===== config.mk =====
export PLATFORM = sky130hd
export DESIGN_NAME = rs232_tx_fifo
export DESIGN_NICKNAME = d
export VERILOG_FILES = /design/src/rtl/rs232_tx_fifo.sv
export SDC_FILE = /design/constraint.sdc
export NUM_CORES = 1
export LEC_CHECK = 0
export ABC_AREA = 0
export CORE_MARGIN = 2
export CORE_UTILIZATION = 45
export DETAILED_ROUTE_END_ITERATION = 8
export PLACE_DENSITY = 0.65
export SLEW_MARGIN = 20
export SYNTH_ARGS = -nofsm -noshare
export SYNTH_HDL_FRONTEND = slang
export SYNTH_SLANG_ARGS = --single-unit

===== constraint.sdc =====
create_clock -name CLK_50MHZ -period 1.9 [get_ports CLK_50MHZ]
set_input_delay 0.38 -clock CLK_50MHZ [delete_from_list [all_inputs] [get_ports CLK_50MHZ]]
set_output_delay 0.38 -clock CLK_50MHZ [all_outputs]
set_load 0.03 [all_outputs]

===== src/rtl/rs232_tx_fifo.sv =====
// RS232 8N1 transmitter with a small byte FIFO in front of it.
// Byte strobes are queued so back-to-back writes survive while a frame is on the line;
// the serialiser drains the FIFO one frame at a time, LSB first.
module rs232_tx_fifo #(
    parameter int unsigned BAUD_DIV = 434,
    parameter int unsigned FIFO_AW  = 2
) (
    input  logic       CLK_50MHZ,
    input  logic       RST,
    input  logic [7:0] RS_DATAIN,
    input  logic       RS_TRG_WRITE,
    output logic       TXD,
    output logic       RS_BUSY,
    output logic       FIFO_FULL,
    output logic       OVERFLOW,
    output logic       TX_DONE
);

    localparam int unsigned DEPTH = 2 ** FIFO_AW;
    localparam int unsigned BW    = $clog2(BAUD_DIV);

    localparam logic [BW-1:0]      BAUD_LAST = BW'(BAUD_DIV - 1);
    localparam logic [BW-1:0]      BAUD_ONE  = BW'(1);
    localparam logic [FIFO_AW:0]   CNT_FULL  = (FIFO_AW + 1)'(DEPTH);
    localparam logic [FIFO_AW:0]   CNT_ONE   = (FIFO_AW + 1)'(1);
    localparam logic [FIFO_AW-1:0] PTR_ONE   = FIFO_AW'(1);

    typedef enum logic [1:0] {
        StIdle,
        StStart,
        StData,
        StStop
    } state_e;

    // FIFO storage and bookkeeping
    logic [7:0]         mem [DEPTH];
    logic [FIFO_AW-1:0] wr_ptr_q;
    logic [FIFO_AW-1:0] rd_ptr_q;
    logic [FIFO_AW:0]   count_q;
    logic               full;
    logic               push;
    logic               pop;

    // Serialiser state
    state_e             state_q, state_d;
    logic [BW-1:0]      baud_q, baud_d;
    logic [2:0]         bit_q, bit_d;
    logic [7:0]         shreg_q, shreg_d;
    logic               baud_end;

    // Registered line outputs
    logic               txd_q;
    logic               busy_q;
    logic               done_q;
    logic               ovf_q;

    // Fullness is judged on the count at the start of the cycle, so a same-cycle pop
    // never rescues a write that arrives while the FIFO is full.
    assign full     = (count_q == CNT_FULL);
    assign push     = RS_TRG_WRITE && !full;
    assign baud_end = (baud_q == BAUD_LAST);

    // FIFO data array; contents need no reset because pointers gate every read
    always_ff @(posedge CLK_50MHZ) begin
        if (push) begin
            mem[wr_ptr_q] <= RS_DATAIN;
        end
    end

    // FIFO pointers and occupancy count
    always_ff @(posedge CLK_50MHZ or negedge RST) begin
        if (!RST) begin
            wr_ptr_q <= '0;
            rd_ptr_q <= '0;
            count_q  <= '0;
        end else begin
            if (push) begin
                wr_ptr_q <= wr_ptr_q + PTR_ONE;
            end
            if (pop) begin
                rd_ptr_q <= rd_ptr_q + PTR_ONE;
            end
            unique case ({push, pop})
                2'b10:   count_q <= count_q + CNT_ONE;
                2'b01:   count_q <= count_q - CNT_ONE;
                default: count_q <= count_q;
            endcase
        end
    end

    // Serialiser state register
    always_ff @(posedge CLK_50MHZ or negedge RST) begin
        if (!RST) begin
            state_q <= StIdle;
            baud_q  <= '0;
            bit_q   <= '0;
            shreg_q <= '0;
        end else begin
            state_q <= state_d;
            baud_q  <= baud_d;
            bit_q   <= bit_d;
            shreg_q <= shreg_d;
        end
    end

    // Serialiser next-state: each bit period is exactly BAUD_DIV clocks
    always_comb begin
        state_d = state_q;
        baud_d  = baud_q;
        bit_d   = bit_q;
        shreg_d = shreg_q;
        pop     = 1'b0;
        unique case (state_q)
            StIdle: begin
                if (count_q != '0) begin
                    pop     = 1'b1;
                    shreg_d = mem[rd_ptr_q];
                    baud_d  = '0;
                    bit_d   = '0;
                    state_d = StStart;
                end
            end
            StStart: begin
                if (baud_end) begin
                    baud_d  = '0;
                    state_d = StData;
                end else begin
                    baud_d = baud_q + BAUD_ONE;
                end
            end
            StData: begin
                if (baud_end) begin
                    baud_d  = '0;
                    shreg_d = {1'b0, shreg_q[7:1]};
                    bit_d   = bit_q + 3'd1;
                    if (bit_q == 3'd7) begin
                        state_d = StStop;
                    end
                end else begin
                    baud_d = baud_q + BAUD_ONE;
                end
            end
            StStop: begin
                if (baud_end) begin
                    baud_d  = '0;
                    state_d = StIdle;
                end else begin
                    baud_d = baud_q + BAUD_ONE;
                end
            end
            default: state_d = StIdle;
        endcase
    end

    // Line outputs registered from the current state, so TXD, TX_DONE and RS_BUSY
    // all lag the state by one clock and stay mutually aligned.
    always_ff @(posedge CLK_50MHZ or negedge RST) begin
        if (!RST) begin
            txd_q  <= 1'b1;
            busy_q <= 1'b0;
            done_q <= 1'b0;
        end else begin
            unique case (state_q)
                StStart: txd_q <= 1'b0;
                StData:  txd_q <= shreg_q[0];
                default: txd_q <= 1'b1;
            endcase
            busy_q <= (state_q != StIdle) || (count_q != '0);
            done_q <= (state_q == StStop) && baud_end;
        end
    end

    // Sticky overflow: any write that meets a full FIFO
    always_ff @(posedge CLK_50MHZ or negedge RST) begin
        if (!RST) begin
            ovf_q <= 1'b0;
        end else if (RS_TRG_WRITE && full) begin
            ovf_q <= 1'b1;
        end
    end

    assign TXD       = txd_q;
    assign RS_BUSY   = busy_q;
    assign FIFO_FULL = full;
    assign OVERFLOW  = ovf_q;
    assign TX_DONE   = done_q;

endmodule


==> reports/results.ini, run 1 <==
[detailed_routing]
totalWireLength_microns = 4960
routedWlPerCell_microns = 14.3
drtIter0Drc = 85
drt-vias-per-instance = 5.03
drc = 0
antenna_left = 0
drt_first_pass_iters = 4
vias = 1745

[synthesis]
ys.warnings.count = 0
synth-seq-cells = 65
synth_area_sq_um = 2960
synth.distinct_cells = 43
async_flop_share_pct = 50.8
postSynthCellCount = 210
synth_edf_count = 32
syn_nets = 236
yosysTopAreaCell = edfxtp_1
synth_ff_type = edfxtp_1
synth.avg_cell_area_sq_um = 14.1
seq_area_frac_synth_pct = 60.4
synth_top_area_share_pct = 32.5
ys_top_cells_by_area = edfxtp_1, dfrtp_1, ha_1

[clocking]
htreeDepth = 3
cts_buffers = 9
postCtsHoldBufs = 0
cts_tree = yes
cts_root_buffer = clkbuf_8
cts_sinks = 65
clk_path_buf_depth = 2
clk_pin_slew_ps = 80
insertion_delay_ps = 340

[finish]
final_common_cell = buf_4
drive_above_1_share_pct = 33.0
fin_nets = 291
num_antenna_cells = 0
syn_to_final_growth_pct = 24.2
layoutNonFillerInstCount = 347
utilization_pct = 57.9
design_area_sq_um = 3670
final_cell_mix = buf_4, dfrtp_1, edfxtp_1

[power_and_ir_drop]
p_comb_share_pct = 43.8
p_sw_mw = 1.96
p_clk_share_pct = 20.0
powerDensity_nw_per_um2 = 1610
p_total_mw = 5.90
p_int_mw = 3.94
netSwitchingFraction_pct = 33.3
leakagePower_nw = 1.55
ir_worst_vdd_uv = 825
pwr-share-seq_pct = 36.2

[placement]
pre_cts_ws_ps = -125
port_buffers = 15
gp_congestion = 0.743
dp_hpwl_microns = 3460
dp_cells = 327
dpl-instance-area_sq_um = 3420

[floorplan]
core-area_sq_um = 6350
die_y_microns = 85.1
pin_count = 16
rows = 29
die_w_microns = 85.1
dieArea_sq_um = 7240
start_util_pct = 46.6

[min_path]
hold_path_class = in2async

[sta]
finalWorstSetupSlack_ps = 64.5
fmax_mhz = 545
setup_viol = 0
fin_skew_ps = 7.60
worstMarginPinSlew_ps = 427
relSlewSlack_pct = 71.6
slew_viol_final = 0
min_period_ps = 1840
rsz0062_at_grt = yes
period_share_pct = 96.6
final_hold_viol_count = 0

[global_route]
grt_use_total_pct = 15.7
grt_max_degree = 34
grt_pass1_vias = 1741
grt_pass1_wl_microns = 8670
antenna_found_initial = 0
grt_overflow = 0

[setup_path]
crit_fanout = 4
end_kind = output pin
arrival_ps = 1460
worstSetupPathType = reg2out
required_ps = 1520
start_kind = flop

[run]
cap_violations = 0

[outcome]
status = completed

[cells in the mapped netlist, types with 2 or more instances]
cell / n
ha_1: 14
inv_1: 13
and2_1: 5
nor3_1: 3
mux2i_1: 10
nor2b_1: 2
edfxtp_1: 32
nand4_1: 2
o221a_2: 7
mux2_1: 2
and3_1: 2
nor4b_1: 2
mux2_4: 7
clkbuf_1: 2
mux2_2: 7
buf_2: 2
o21ai_0: 2
nor2_1: 12
nand2_1: 17
dfrtp_1: 32
a21oi_1: 2
xor2_1: 5
xnor2_1: 8
[state kept, by name (all words and copies together), names as in the netlist]
register	count
TXD	1
mem	32
TX_DONE	1
bit_q	3
OVERFLOW	1
rd_ptr_q	2
shreg_q	8
state_q	2
count_q	3
RS_BUSY	1
baud_q	9
wr_ptr_q	2
[kinds of logic (layout without fill, tap and decap cells)]
logic type	after synthesis	in the layout	synth area share [%]
muxes	27	27	11.1
adders and majority gates	15	15	6.60
AOI/OAI and AO/OA	19	19	5.63
and+or+nand+nor	52	52	9.52
DFF	65	65	60.4
xor gates and xnor gates	13	13	3.85
buffers and inverters	19	79	2.83
[metrics by stage]
stage          TNS [ps]  hold WS [ps]
2_1_floorplan         0          84.4
3_3_place_gp       -160           457
3_5_place_dp       -449           449
4_1_cts               0           452
5_1_grt           -64.9           478
6_report              0           434
[repair_timing]
item | 4_1_cts | 5_1_grt
buffers inserted | 2 | 2
pin swaps | 0 | 3
resized for setup | 4 | 5
endpoints found under the setup margin | 11 | 3
[per-layer routing]
layer | track usage, % | wire length [microns] | vias to the layer above | part of all wire [%]
met5 | 0 | 0 | - | 0
met4 | 6.06 | 67 | 0 | 1.4
met1 | 22.6 | 2370 | 833 | 48
met2 | 22.5 | 2310 | 31 | 47
li1 | - | - | 873 | -
met3 | 4.67 | 215 | 8 | 4.3
[critical path, stage by stage (launching register included)]
cell	delay, ps
dfrtp_1	460
and3_4	250
dlygate4sd2_1	400
[power groups by stage]
stage                     logic [mW]  registers, mW  clock network, mW
after floorplan                 1.72           2.18                  0
after global placement          2.47           2.15                  0
after detailed placement        2.52           2.15                  0
after CTS                       2.58           2.13               1.22
after global routing            2.90           2.18               1.29
final                           2.59           2.13               1.18
[area by class of cell]
cell class | count | area [sq um]
Clock buffer | 9 | 124
Clock inverter | 7 | 80.1
Fill cell | 491 | 2680
Inverter | 14 | 55.1
Multi-Input combinational cell | 126 | 1130
Sequential cell | 65 | 1790
Tap cell | 77 | 96.3
Timing Repair Buffer | 49 | 403
[path summary, 6_finish.rpt]
| path | from | endpoint | slack, ps | depth (start not counted) |
|---|---|---|---|---|
| setup / recovery | count_q[2] | FIFO_FULL | 60 | 2 |
| hold / removal | RST | bit_q[0] | 430 | 2 |
| setup reg to reg | state_q[1] | count_q[2] | 70 | 9 |
| hold reg to reg | OVERFLOW | OVERFLOW | 480 | 1 |
| max in group asynchronous | RST | TXD | 1140 | 2 |
| min in group CLK_50MHZ | OVERFLOW | OVERFLOW | 480 | 1 |
(Power assumes the default switching activity.)
==> run 2: changes to the inputs <==
- CAP_MARGIN: unset -> 5
- CORE_MARGIN: 2 -> unset
- GPL_TIMING_DRIVEN: unset -> 0
==> run 2 against run 1 <==
Net effect: via count shrank 1.9%; register-to-register slack got worse by 40 ps; non-clock buffer count decreased by 19; first-iteration DRC count shrank 47%; cell area is 3.9% lower; hold slack improved by 25 ps; sequential share of layout area up 2.0 points; die area down 4.6%; global-route usage increased by 0.081 points; critical path type is now reg2reg; largest cell class unchanged; largest power group unchanged.
==> reports/results.ini, run 2 (same netlist as run 1, synthesis figures left out) <==
[outcome]
status = completed  ; unchanged

[setup_path]
r2r_slack_ps = 30  ; was 70 ps
end_kind = flop  ; was output pin
required_ps = 2150  ; was 1520 ps
cpPeakStageDelay_ps = 420  ; was 460 ps
ff2ff_path_depth = 9  ; unchanged
start_kind = flop  ; unchanged
crit_chain = inv_2 > ha_4 > o31a_1 > ha_2 > inv_1 > fa_2 > xor2_1 > nor2_1 > xor2_1  ; was and3_4 > dlygate4sd2_1
path_delay_family = adder cells  ; was flip-flops
worstSetupPathType = reg2reg  ; was reg2out
arrival_ps = 2130  ; was 1460 ps
slowest_stage = dfrtp_1  ; unchanged
crit_path_start = state_q[1]  ; was count_q[2]
regToRegStartpoint = state_q[1]  ; unchanged
crit_end = count_q[2]  ; was FIFO_FULL
critPathMostFrequentCell = xor2_1
crit_cells = 9  ; was 2
r2r_end = count_q[2]  ; unchanged
worst-path-buf-inv = 2  ; was 1
crit_fanout = 4  ; unchanged

[sta]
rsz0062_at_grt = yes  ; unchanged
fin_skew_ps = 5.42  ; was 7.60 ps
setup_tns_ps = 0  ; unchanged
worstMarginPinSlew_ps = 488  ; was 427 ps
min_period_ps = 1870  ; was 1840 ps
setup_viol = 0  ; unchanged
finalWorstSetupSlack_ps = 26.7  ; was 64.5 ps
relSlewSlack_pct = 67.3  ; was 71.6%
slew_viol_final = 0  ; unchanged
fmax_mhz = 534  ; was 545 MHz
final_hold_viol_count = 0  ; unchanged
period_share_pct = 98.6  ; was 96.6%

[finish]
regMostFlops = mem  ; unchanged
drive_above_1_share_pct = 27.1  ; was 33.0%
num_antenna_cells = 0  ; unchanged
reg_top3 = mem: 32 flops, baud_q: 9 flops, shreg_q: 8 flops  ; unchanged
final_cell_mix = edfxtp_1, dfrtp_1, nand2_1  ; was buf_4, dfrtp_1, edfxtp_1
syn_to_final_growth_pct = 19.4  ; was 24.2%
layoutNonFillerInstCount = 328  ; was 347
largest_reg_flops = 32  ; unchanged
fin_nets = 272  ; was 291
final_common_cell = edfxtp_1  ; was buf_4

[detailed_routing]
drc = 0  ; unchanged
vias = 1711  ; was 1745
drt-vias-per-instance = 5.22  ; was 5.03
totalWireLength_microns = 4740  ; was 4960 microns
routedWlPerCell_microns = 14.4  ; was 14.3 microns
drtIter0Drc = 45  ; was 85
antenna_left = 0  ; unchanged
drt_first_pass_iters = 4  ; unchanged

[floorplan]
start_util_pct = 46.6  ; unchanged
pin_count = 16  ; unchanged
rows = 29  ; unchanged
core-area_sq_um = 6350  ; unchanged
dieArea_sq_um = 6900  ; was 7240 sq um
die_y_microns = 83.1  ; was 85.1 microns
die_w_microns = 83.1  ; was 85.1 microns

[clocking]
htreeDepth = 3  ; unchanged
clk_pin_slew_ps = 70  ; was 80 ps
cts_sinks = 65  ; unchanged
clk_path_buf_depth = 2  ; unchanged
cts_buffers = 9  ; unchanged
cts_tree = yes  ; unchanged
insertion_delay_ps = 330  ; was 340 ps
cts_root_buffer = clkbuf_8  ; unchanged

[power_and_ir_drop]
ir_worst_vdd_uv = 867  ; was 825 uV
powerDensity_nw_per_um2 = 1600  ; was 1610 nW/um^2
leakagePower_nw = 1.46  ; was 1.55 nW
p_total_mw = 5.66  ; was 5.90 mW

[placement]
port_buffers = 15  ; unchanged
gp_congestion = 0.731  ; was 0.743
dp_cells = 303  ; was 327
pre_cts_ws_ps = -236  ; was -125 ps
dp_hpwl_microns = 3260  ; was 3460 microns

[global_route]
antenna_found_initial = 0  ; unchanged
grt_use_total_pct = 15.8  ; was 15.7%
grt_max_degree = 24  ; was 34
grt_pass1_vias = 1829  ; was 1741
grt_pass1_wl_microns = 8310  ; was 8670 microns
grt_overflow = 0  ; unchanged

[min_path]
hold_path_class = in2async  ; unchanged

[run]
cap_violations = 0  ; unchanged

-- run 2: area by class of cell --
type,instances,area (sq um)
tap,77,96.3
buffer,4,26.3
timing repair buffer,26,251
clock inverter,5,53.8
fill,513,2820
inverter,14,55.1
sequential,65,1790
clock buffer,11,141
multi-input combinational,126,1120
-- run 2: layer usage --
layer | global-route usage [%] | up-vias | routed length (microns)
met4 | 5.17 | 0 | 70
met3 | 5.37 | 8 | 217
li1 | - | 823 | -
met5 | 0 | - | 0
met2 | 26.1 | 34 | 2210
met1 | 19.5 | 846 | 2240
-- run 2: power by group --
| group | leakage, nW | internal, mW | switching, mW |
|---|---|---|---|
| sequential | 0.693 | 1.92 | 0.241 |
| clock | 0.0996 | 0.638 | 0.508 |
| combinational | 0.665 | 1.22 | 1.14 |
-- run 2: worst register-to-register path, stage by stage (launching register included) --
cell,delay (ps)
dfrtp_1,420
inv_2,100
ha_4,150
o31a_1,170
ha_2,190
inv_1,50
fa_2,330
xor2_1,150
nor2_1,110
xor2_1,140
-- run 2: repair_timing --
item / 4_1_cts / 5_1_grt
pin swaps: 1 / 2
hold buffers: 1 / 0
endpoints found under the hold margin: 9 / 0
setup endpoints to repair: 15 / 9
resized for setup: 5 / 3
setup buffers: 8 / 1
-- run 2: through the flow --
stage	util, %	hold slack [ps]	cell area [sq um]
finish	55.6	459	3530
global route	55.6	463	3530
CTS	55.4	456	3520
detailed placement	51.1	290	3250
global placement	50.8	448	3220
floorplan	-	84.4	2980
-- run 2: worst min path at each step --
stage             start        end  slack, ps  cells after the start
2_1_floorplan       RST   OVERFLOW         80                      0
3_3_place_gp   OVERFLOW   OVERFLOW        450                      1
3_5_place_dp        RST   bit_q[2]        290                      1
4_1_cts             RST    TX_DONE        460                      2
5_1_grt             RST    RS_BUSY        460                      2
6_report            RST  baud_q[4]        460                      2
==> run 3: changes to the inputs <==
- CORE_MARGIN: unset -> 4
- TNS_END_PERCENT: unset -> 30
==> run 3 against run 2 <==
Net effect: clock-buffer cell count stayed put; global-route usage is 1.2 points lower; wire length is 7.0% higher; combinational power increased by 3%; sequential power barely moved; cell count grew 0.91%.
==> reports/results.ini, run 3 (same netlist as run 1, synthesis figures left out) <==
[placement]
gp_congestion = 0.738  ; was 0.731
dp_cells = 303  ; unchanged
dp_hpwl_microns = 3390  ; was 3260 microns
port_buffers = 15  ; unchanged

[finish]
largest_reg_flops = 32  ; unchanged
drive_above_1_share_pct = 29.1  ; was 27.1%
seq_area_sq_um = 1790  ; about the same
syn_to_final_growth_pct = 20.8  ; was 19.4%
regMostFlops = mem  ; unchanged
fillerInstances = 509  ; was 513
multiInputGateArea_sq_um = 1120  ; about the same
utilization_pct = 56.3  ; was 55.6%
layoutNonFillerInstCount = 331  ; was 328
fin_nets = 275  ; was 272
num_antenna_cells = 0  ; unchanged
reg_top3 = mem: 32 flops, baud_q: 9 flops, shreg_q: 8 flops  ; unchanged
final_cell_mix = edfxtp_1, dfrtp_1, nand2_1  ; unchanged
final_common_cell = edfxtp_1  ; unchanged

[global_route]
grt_overflow = 0  ; unchanged
antenna_found_initial = 0  ; unchanged
grt_pass1_wl_microns = 8420  ; was 8310 microns
grt_pass1_vias = 1679  ; was 1829
grt_use_total_pct = 14.6  ; was 15.8%
grt_max_degree = 22  ; was 24

[detailed_routing]
drt_first_pass_iters = 4  ; unchanged
drtIter0Drc = 118  ; was 45
routedWlPerCell_microns = 15.3  ; was 14.4 microns
antenna_left = 0  ; unchanged
vias = 1696  ; was 1711
drc = 0  ; unchanged
totalWireLength_microns = 5070  ; was 4740 microns
drt-vias-per-instance = 5.12  ; was 5.22

[clocking]
htreeDepth = 3  ; unchanged
cts_buffers = 9  ; unchanged
cts_root_buffer = clkbuf_8  ; unchanged
insertion_delay_ps = 330  ; about the same
clk_path_buf_depth = 2  ; unchanged
cts_tree = yes  ; unchanged
cts_sinks = 65  ; unchanged
clk_pin_slew_ps = 70  ; about the same

[outcome]
status = completed  ; unchanged

[power_and_ir_drop]
leakagePower_nw = 1.47  ; was 1.46 nW
p_total_mw = 5.85  ; was 5.66 mW
powerDensity_nw_per_um2 = 1640  ; was 1600 nW/um^2
ir_worst_vdd_uv = 959  ; was 867 uV

[setup_path]
required_ps = 2150  ; about the same
crit_chain = inv_2 > ha_4 > o31a_1 > ha_2 > inv_2 > fa_2 > xor2_1 > nor2_1 > xor2_1  ; was inv_2 > ha_4 > o31a_1 > ha_2 > inv_1 > fa_2 > xor2_1 > nor2_1 > xor2_1
slowest_stage = dfrtp_1  ; unchanged
path_delay_family = adder cells  ; unchanged
end_kind = flop  ; unchanged
cpPeakStageDelay_ps = 400  ; was 420 ps
arrival_ps = 2140  ; was 2130 ps
worstSetupPathType = reg2reg  ; unchanged
worst-path-buf-inv = 2  ; unchanged
crit_fanout = 3  ; was 4
start_kind = flop  ; unchanged

[floorplan]
dieArea_sq_um = 7930  ; was 6900 sq um
rows = 29  ; unchanged
die_y_microns = 89.1  ; was 83.1 microns
pin_count = 16  ; unchanged
core-area_sq_um = 6350  ; unchanged
start_util_pct = 46.6  ; unchanged
die_w_microns = 89.1  ; was 83.1 microns

[sta]
worstMarginPinSlew_ps = 461  ; was 488 ps
fin_skew_ps = 6.29  ; was 5.42 ps
min_period_ps = 1880  ; was 1870 ps
period_share_pct = 99.2  ; was 98.6%
slew_viol_final = 0  ; unchanged
fmax_mhz = 531  ; was 534 MHz
rsz0062_at_grt = yes  ; unchanged
final_hold_viol_count = 0  ; unchanged
setup_tns_ps = 0  ; unchanged
relSlewSlack_pct = 69.2  ; was 67.3%
setup_viol = 0  ; unchanged

[run]
cap_violations = 0  ; unchanged

[min_path]
hold_path_class = reg2reg  ; was in2async

## run 3: per-layer routing
layer / up-vias / wire length [microns] / global-route usage [%]
met3: 10 / 193 / 3.04
li1: 835 / - / -
met1: 824 / 2370 / 19.8
met4: 0 / 112 / 7.31
met5: - / 0 / 0
met2: 27 / 2390 / 22.2
## run 3: layout make-up
| class | instances | share of cell area [%] |
|---|---|---|
| plain buffers | 4 | 0.736 |
| clock buffers | 11 | 3.68 |
| clock inverters | 5 | 2.24 |
| inverters | 14 | 1.54 |
| multi-input cells | 126 | 31.4 |
| flip-flops and latches | 65 | 50.2 |
| well taps | 77 | 2.70 |
| repair buffers | 29 | 7.57 |
## run 3: worst reg2reg max path, cell delays in order, from the launching register on
cell     delay, ps
dfrtp_1        400
inv_2          100
ha_4           150
o31a_1         180
ha_2           200
inv_2           40
fa_2           330
xor2_1         140
nor2_1         120
xor2_1         140
## run 3: worst paths after layout
| path | startpoint | endpoint | slack, ps | cells after the start |
|---|---|---|---|---|
| setup / recovery | state_q[1] | count_q[2] | 20 | 9 |
| hold / removal | OVERFLOW | OVERFLOW | 460 | 1 |
| setup reg to reg | state_q[1] | count_q[2] | 20 | 9 |
| hold reg to reg | OVERFLOW | OVERFLOW | 460 | 1 |
| max in group asynchronous | RST | count_q[2] | 970 | 3 |
| min in group asynchronous | RST | shreg_q[0] | 490 | 2 |
## run 3: through the flow
step,setup WS [ps],instance area [sq um],hold WS (ps)
final,15.3,3570,462
after global routing,-113,3570,496
after CTS,9.19,3520,468
after global placement,-334,3220,446
after detailed placement,-227,3250,314
after floorplan,1.17,2980,84.4
## run 3: timing repair
action | CTS | global route
setup endpoints to repair | 16 | 8
gates resized for setup | 7 | 5
endpoints found under the hold margin | 11 | 0
pin swaps | 1 | 5
hold buffers | 1 | 0
buffers inserted | 6 | 6
## run 3: power breakdown
part / switching (mW) / leakage, nW / internal (mW)
combinational: 1.17 / 0.675 / 1.26
clock: 0.522 / 0.0995 / 0.738
sequential: 0.231 / 0.691 / 1.93
